<file path="config.mk">
export PLATFORM = sky130hd
export DESIGN_NAME = pcs_tx_gearbox_ctrl
export DESIGN_NICKNAME = d
export VERILOG_FILES = /design/src/rtl/encoder_pkg.sv /design/src/rtl/pcs_tx_gearbox_ctrl_ready_filter.sv /design/src/rtl/pcs_tx_gearbox_ctrl.sv
export SDC_FILE = /design/constraint.sdc
export NUM_CORES = 1
export LEC_CHECK = 0
export ABC_AREA = 1
export BUFFER_PORTS_ARGS = -buffer_cell sky130_fd_sc_hd__buf_4
export CORE_ASPECT_RATIO = 1.25
export CORE_MARGIN = 3
export CORE_UTILIZATION = 58
export CTS_BUF_LIST = sky130_fd_sc_hd__clkbuf_16
export CTS_CLUSTER_DIAMETER = 50
export DETAILED_ROUTE_END_ITERATION = 16
export MAX_ROUTING_LAYER = met4
export PLACE_DENSITY = 0.86
export SETUP_SLACK_MARGIN = 0.05
export SYNTH_ARGS = -nofsm -noshare
export SYNTH_HDL_FRONTEND = slang
export SYNTH_SLANG_ARGS = --single-unit
export TNS_END_PERCENT = 20
</file>
<file path="constraint.sdc">
create_clock -name i_txc -period 3.61 [get_ports i_txc]
set_input_delay 0.1805 -clock i_txc [delete_from_list [all_inputs] [get_ports i_txc]]
set_output_delay 0.1805 -clock i_txc [all_outputs]
set_load 0.1 [all_outputs]
</file>
<file path="src/rtl/encoder_pkg.sv">
// Shared types and defaults for the 64b/66b TX path sequencing logic.
package encoder_pkg;

  typedef enum logic [1:0] {
    GB_WAIT_READY = 2'd0,
    GB_RUN        = 2'd1,
    GB_DRAIN      = 2'd2
  } gb_state_t;

  localparam int GB_PAUSE_SEQ_DEFAULT  = 32;
  localparam int GB_SEQ_W_DEFAULT      = 6;
  localparam int GB_READY_HOLD_DEFAULT = 16;

  // True in the states where the encoder is fed and blocks are emitted.
  function automatic logic gb_is_active(input gb_state_t s);
    return (s == GB_RUN) || (s == GB_DRAIN);
  endfunction

endpackage

</file>
<file path="src/rtl/pcs_tx_gearbox_ctrl_ready_filter.sv">
// Consecutive-high qualifier: flags the cycle in which the level has been
// high for HOLD samples in a row, plus a look-ahead for the following cycle.
module ready_filter #(
  parameter int HOLD = 16
) (
  input  logic i_clk,
  input  logic i_rst,
  input  logic i_level,
  input  logic i_clear,
  output logic o_hit,
  output logic o_armed_next
);

  localparam int              CW   = (HOLD > 1) ? $clog2(HOLD) : 1;
  localparam logic [CW-1:0]   LAST = CW'(HOLD - 1);
  localparam logic [CW-1:0]   ONE  = CW'(1);

  logic [CW-1:0] r_count;
  logic [CW-1:0] w_count_next;

  // Next count: restart on any low sample, on clear, or once the hold is met.
  always_comb begin
    w_count_next = '0;
    if (i_clear || !i_level) begin
      w_count_next = '0;
    end else if (r_count == LAST) begin
      w_count_next = '0;
    end else begin
      w_count_next = r_count + ONE;
    end
  end

  // Hold counter register.
  always_ff @(posedge i_clk or posedge i_rst) begin
    if (i_rst) begin
      r_count <= '0;
    end else begin
      r_count <= w_count_next;
    end
  end

  assign o_hit        = i_level && !i_clear && (r_count == LAST);
  assign o_armed_next = (w_count_next == LAST);

endmodule

</file>
<file path="src/rtl/pcs_tx_gearbox_ctrl.sv">
// TX gearbox sequencer: bring-up FSM, half-word phase, GT sequence count,
// MAC pause and header-valid strobes for a 64b/66b async gearbox.
module pcs_tx_gearbox_ctrl
  import encoder_pkg::*;
#(
  parameter int SEQ_W      = GB_SEQ_W_DEFAULT,
  parameter int PAUSE_SEQ  = GB_PAUSE_SEQ_DEFAULT,
  parameter int READY_HOLD = GB_READY_HOLD_DEFAULT
) (
  input  logic             i_txc,
  input  logic             i_reset,
  input  logic             i_gt_tx_ready,
  input  logic             i_enable,
  output logic             o_init_done,
  output logic             o_phase,
  output logic             o_tx_pause,
  output logic             o_tx_pause_next,
  output logic [SEQ_W-1:0] o_gt_txsequence,
  output logic             o_header_valid,
  output logic [1:0]       o_state
);

  localparam logic [SEQ_W-1:0] SEQ_PAUSE = SEQ_W'(PAUSE_SEQ);
  localparam logic [SEQ_W-1:0] SEQ_PRE   = SEQ_W'(PAUSE_SEQ - 1);
  localparam logic [SEQ_W-1:0] SEQ_ONE   = SEQ_W'(1);

  gb_state_t        r_state;
  logic             r_phase;
  logic [SEQ_W-1:0] r_seq;
  logic             r_init_done;
  logic             r_pause;
  logic             r_pause_next;
  logic             r_header_valid;

  gb_state_t        w_state_next;
  logic             w_phase_next;
  logic [SEQ_W-1:0] w_seq_next;
  logic [SEQ_W-1:0] w_seq_adv;
  logic             w_level;
  logic             w_clear;
  logic             w_hit;
  logic             w_armed_next;
  logic             w_init_done_d;
  logic             w_pause_d;
  logic             w_pause_next_d;
  logic             w_header_valid_d;

  assign w_level = i_gt_tx_ready && i_enable;
  assign w_clear = (r_state != GB_WAIT_READY);

  ready_filter #(
    .HOLD (READY_HOLD)
  ) u_ready_filter (
    .i_clk        (i_txc),
    .i_rst        (i_reset),
    .i_level      (w_level),
    .i_clear      (w_clear),
    .o_hit        (w_hit),
    .o_armed_next (w_armed_next)
  );

  // Next state, phase and sequence; ready loss outranks enable loss.
  always_comb begin
    w_state_next = r_state;
    w_phase_next = 1'b0;
    w_seq_next   = '0;
    if (r_phase) begin
      w_seq_adv = (r_seq == SEQ_PAUSE) ? '0 : (r_seq + SEQ_ONE);
    end else begin
      w_seq_adv = r_seq;
    end
    case (r_state)
      GB_WAIT_READY: begin
        if (w_hit) begin
          w_state_next = GB_RUN;
        end else begin
          w_state_next = GB_WAIT_READY;
        end
      end
      GB_RUN: begin
        if (!i_gt_tx_ready) begin
          w_state_next = GB_WAIT_READY;
        end else if (!i_enable) begin
          // Only a lower half-word outside the pause slot leaves a block to finish.
          if (!r_phase && (r_seq != SEQ_PAUSE)) begin
            w_state_next = GB_DRAIN;
            w_phase_next = 1'b1;
            w_seq_next   = r_seq;
          end else begin
            w_state_next = GB_WAIT_READY;
          end
        end else begin
          w_state_next = GB_RUN;
          w_phase_next = ~r_phase;
          w_seq_next   = w_seq_adv;
        end
      end
      GB_DRAIN: begin
        w_state_next = GB_WAIT_READY;
      end
      default: begin
        w_state_next = GB_WAIT_READY;
      end
    endcase
  end

  // Output values for the coming cycle, derived from the next state.
  always_comb begin
    w_init_done_d    = gb_is_active(w_state_next);
    w_pause_d        = 1'b1;
    w_pause_next_d   = 1'b1;
    w_header_valid_d = 1'b0;
    case (w_state_next)
      GB_WAIT_READY: begin
        w_pause_d        = 1'b1;
        w_pause_next_d   = !w_armed_next;
        w_header_valid_d = 1'b0;
      end
      GB_RUN: begin
        w_pause_d        = (w_seq_next == SEQ_PAUSE);
        w_pause_next_d   = ((w_seq_next == SEQ_PRE) && w_phase_next) ||
                           ((w_seq_next == SEQ_PAUSE) && !w_phase_next);
        w_header_valid_d = w_phase_next && (w_seq_next != SEQ_PAUSE);
      end
      GB_DRAIN: begin
        w_pause_d        = (w_seq_next == SEQ_PAUSE);
        w_pause_next_d   = 1'b1;
        w_header_valid_d = w_phase_next && (w_seq_next != SEQ_PAUSE);
      end
      default: begin
        w_pause_d        = 1'b1;
        w_pause_next_d   = 1'b1;
        w_header_valid_d = 1'b0;
      end
    endcase
  end

  // State and registered outputs.
  always_ff @(posedge i_txc or posedge i_reset) begin
    if (i_reset) begin
      r_state        <= GB_WAIT_READY;
      r_phase        <= 1'b0;
      r_seq          <= '0;
      r_init_done    <= 1'b0;
      r_pause        <= 1'b1;
      r_pause_next   <= 1'b1;
      r_header_valid <= 1'b0;
    end else begin
      r_state        <= w_state_next;
      r_phase        <= w_phase_next;
      r_seq          <= w_seq_next;
      r_init_done    <= w_init_done_d;
      r_pause        <= w_pause_d;
      r_pause_next   <= w_pause_next_d;
      r_header_valid <= w_header_valid_d;
    end
  end

  assign o_init_done     = r_init_done;
  assign o_phase         = r_phase;
  assign o_tx_pause      = r_pause;
  assign o_tx_pause_next = r_pause_next;
  assign o_gt_txsequence = r_seq;
  assign o_header_valid  = r_header_valid;
  assign o_state         = r_state;

endmodule
</file>
==> results by stage <==
Outcome:
- The flow ran to the end, and the final reports show no timing, DRC or antenna violations.

Pwr:
- The switching power is 0.0840 mW.
- The internal power is 0.343 mW.
- The largest voltage drop on the vdd net is 335 µV.
- In this run, flip-flops and latches consume 45.1% of the power.
- The portion of total power attributed to combinational logic is 3.0%.
- The cell leakage power is 0.622 nW.
- The clock share of power is 51.8%.
- Power comes to 0.427 mW.
- For this design the ratio of total power to cell area is 350 nW/µm².
- The fraction of power spent switching nets is 19.7%.

Finish:
- The post-route netlist has 20.3% of its cells at a drive strength greater than 1.
- Leaving out fill and tap cells, the most frequent cell in the layout is sky130_fd_sc_hd__nand2_1.
- The core occupancy in the finished layout is 76.2%.
- 0 antenna diodes ended up in the layout.
- The net count of the finished layout is 163.
- The area growth from synthesis to layout is 22.2%.
- In the layout the commonest cells are 33 x sky130_fd_sc_hd__nand2_1, 23 x sky130_fd_sc_hd__nor2_1, 22 x sky130_fd_sc_hd__inv_1.

Synthesis:
- The count of synthesis-stage warnings from yosys is 0.
- The fraction of synthesis flops using an asynchronous set or reset pin is 100%.
- The cell count after synthesis came out at 133.
- The number of distinct library cells after synthesis is 19.
- The net count after synthesis is 142.
- The number of synthesized flops with an enable pin is 0.
- The mean instance size in the synthesized netlist is 7.51 µm².
- Of the synthesized area, sequential elements account for 42.9%.
- The post-synthesis sequential element count is 17.
- The mapped cell area is 998 µm².
- For this run, the leading register cell type out of synthesis is sky130_fd_sc_hd__dfrtp_1.
- The share of the synthesized area in the top cell type is 37.6%.
- By area the synthesized netlist is led by sky130_fd_sc_hd__dfrtp_1 38%, sky130_fd_sc_hd__nand2_1 12%, sky130_fd_sc_hd__nor2_1 8.6%, sky130_fd_sc_hd__inv_1 7.9%, sky130_fd_sc_hd__ha_1 6.3%.
- Of all cell types, the one taking the most synthesized area is sky130_fd_sc_hd__dfrtp_1.

Clock network:
- The clock latency at the later pin of the worst-skew pair is 0.25 ns.
- After clock tree synthesis, the flow added hold-fix buffers numbering 0.
- Buffers inserted during clock tree synthesis total 3.
- Gates resized during post-CTS repair numbered 0.
- The number of levels the H-tree was split into is 1.
- The clock transition at the registers of the reported paths is 0.05 ns.
- Counting along the longest clock path gives a buffer depth of 2.
- TritonCTS built the clock tree.
- The number of buffers inserted to repair setup after CTS is 0.
- The clock sink total is 17.
- The tree is rooted in a sky130_fd_sc_hd__clkbuf_16.

Die:
- The core region is 1600 µm².
- The die covers 2260 µm².
- The width of the die is 43.1 µm.
- The I/O pin count is 17.
- The die height is 52.4 µm.
- The total number of placement rows is 16.
- The initial core utilization is 62.3%.

Timing:
- The total count of max-transition violations in the final report is 0.
- The maximum clock frequency is 539 MHz.
- Setup violations remaining at the end of the flow were counted as 0.
- For the pin with the worst max-slew slack, the measured transition is 0.624 ns.
- On the final layout, the worst clock skew is 0.00220 ns.
- The worst path needs 1.85 ns of the cycle, external delays included.
- Setup repair after global routing left no endpoint under its margin.
- In the final timing run, aggregate negative setup slack is 0 ns.
- The worst-case headroom to the max-slew limit is 58.4%.
- The hold violation count in the final report was 0.
- The post-route fraction of the period consumed by the critical path is 51.4%.

Worst setup path:
- The signal on the critical path passes through inv_1 -> ha_1 -> nand2_1 -> inv_1 -> nand4_1 -> nand2_1 -> nor2_1 -> nor2_1 -> inv_2 -> nor2_1 -> nand2_1 -> nand2_1 -> nand2_1 -> nand2_1.
- The most numerous cell type found on the critical path is sky130_fd_sc_hd__nand2_1.
- The worst setup path is captured at a flop.
- For this run, the slowest stage of the critical path takes 0.42 ns.
- The library cell contributing the largest single delay on the critical path is sky130_fd_sc_hd__dfrtp_1.
- The required arrival time at the worst endpoint is 3.80 ns.
- Among cell families on the critical path, the largest total delay comes from simple AND/OR/NAND/NOR gates.
- Together, buffers and inverters on the worst path number 3.
- The slack of the worst reg-to-reg path is 1.76 ns.
- The maximum fanout along the worst path is 6.
- The data arrival time of the critical path is 2.05 ns.
- The type of the setup path with the least slack is flop to flop.
- The startpoint kind of the worst setup timing path is a flop.

Global routing:
- The combined global-route utilization of all metal layers is 24.2%.
- After global routing the overflow that remains totals 0.
- The number of global-route vias before repair is 909.
- The number of antenna violations at the first check in global routing came to 0.
- Entering global routing, the biggest net connects 18 pins.
- The first global-routing pass estimated 3.99 mm of wire.

Placement:
- During placement, the flow inserted port buffers numbering 16.
- Routability-driven placement finished with a final weighted congestion of 0.843.
- Detailed placement finished with a half-perimeter wire length of 1.66 mm.

Route:
- The first TritonRoute pass finished after 5 iterations.
- The wire length per cell is 13.8 µm.
- The total wirelength of the detailed-routed design is 2.35 mm.
- The number of vias per cell after detailed routing is 5.44.
- In this run, the number of DRC markers left after iteration 0 of detailed routing was 48.
- The count of nets left with antenna violations after detail routing is 0.
- The post-detailed-route DRC marker count is 0.
- The count of vias placed by the detailed router is 930.

Flow run:
- The number of max-capacitance violations reported is 0.

Worst hold path:
- The class of the most critical hold timing path is input port to async pin.
## path summary, 6_finish.rpt
| check | startpoint | end | cells past startpoint |
|---|---|---|---|
| worst max-delay path | o_gt_txsequence[1] | o_tx_pause_next | 14 |
| worst min-delay path | i_reset | o_gt_txsequence[1] | 2 |
| worst max register to register | o_gt_txsequence[1] | o_tx_pause_next | 14 |
| worst min register to register | u_ready_filter.r_count[0] | u_ready_filter.r_count[0] | 1 |
| max in group asynchronous | i_reset | o_gt_txsequence[4] | 2 |
| min in group i_txc | i_enable | o_phase | 3 |
## layer usage
layer	track usage [%]	wire length, µm	vias up	share of wire, %
met4	9.05	55	0	2.3
met1	26.5	854	430	36
met2	44.3	1310	39	55
met5	-	0	-	0
li1	-	-	454	-
met3	3.09	137	7	5.8
## cells in the mapped netlist, drive strengths merged, types with 2 or more instances
cell type	n
nand2	33
nor2	28
inv	23
dfrtp	15
nand3	11
ha	5
o21ai	4
a21oi	3
nand4	3
dfstp	2
nor3	2
xor2	2
## power by group through the flow
stage          combinational [mW]  sequential (mW)  clock [mW]
2_1_floorplan             0.00755            0.196           0
3_3_place_gp               0.0127            0.196           0
3_5_place_dp               0.0132            0.196           0
4_1_cts                    0.0133            0.193       0.218
5_1_grt                    0.0146            0.193       0.229
6_report                   0.0130            0.193       0.221
## cell type report
cell class / instances / area, µm²
multi-input combinational: 93 / 484
sequential: 17 / 428
fill: 112 / 382
timing repair buffer: 16 / 120
inverter: 23 / 86.3
clock buffer: 3 / 75.1
tap: 18 / 22.5
clock inverter: 1 / 3.75
## through the flow
| stage | instances | instance area (µm²) | hold slack (ns) | setup WS (ns) |
|---|---|---|---|---|
| 3_5_place_dp | 167 | 1140 | 0.297 | 1.83 |
| 3_3_place_gp | 167 | 1140 | 0.284 | 1.85 |
| 5_1_grt | 171 | 1220 | 0.0665 | 1.52 |
| 2_1_floorplan | 133 | 998 | 0.105 | 1.35 |
| 4_1_cts | 171 | 1220 | 0.0398 | 1.75 |
| 6_report | 171 | 1220 | 0.0121 | 1.76 |
## flip-flops by register name (all words and copies together), names as in the netlist
name / flops
o_gt_txsequence: 6
u_ready_filter.r_count: 4
o_state: 2
o_header_valid: 1
o_init_done: 1
o_phase: 1
o_tx_pause: 1
o_tx_pause_next: 1
## kinds of logic after synthesis
group	after synthesis	synth area share (%)
simple gates	77	35.6
xor+xnor	2	1.75
buf+inv	23	8.65
flops	17	42.9
compound gates	9	4.89
fa+ha+maj	5	6.27
Power figures use the tool's default switching activity.
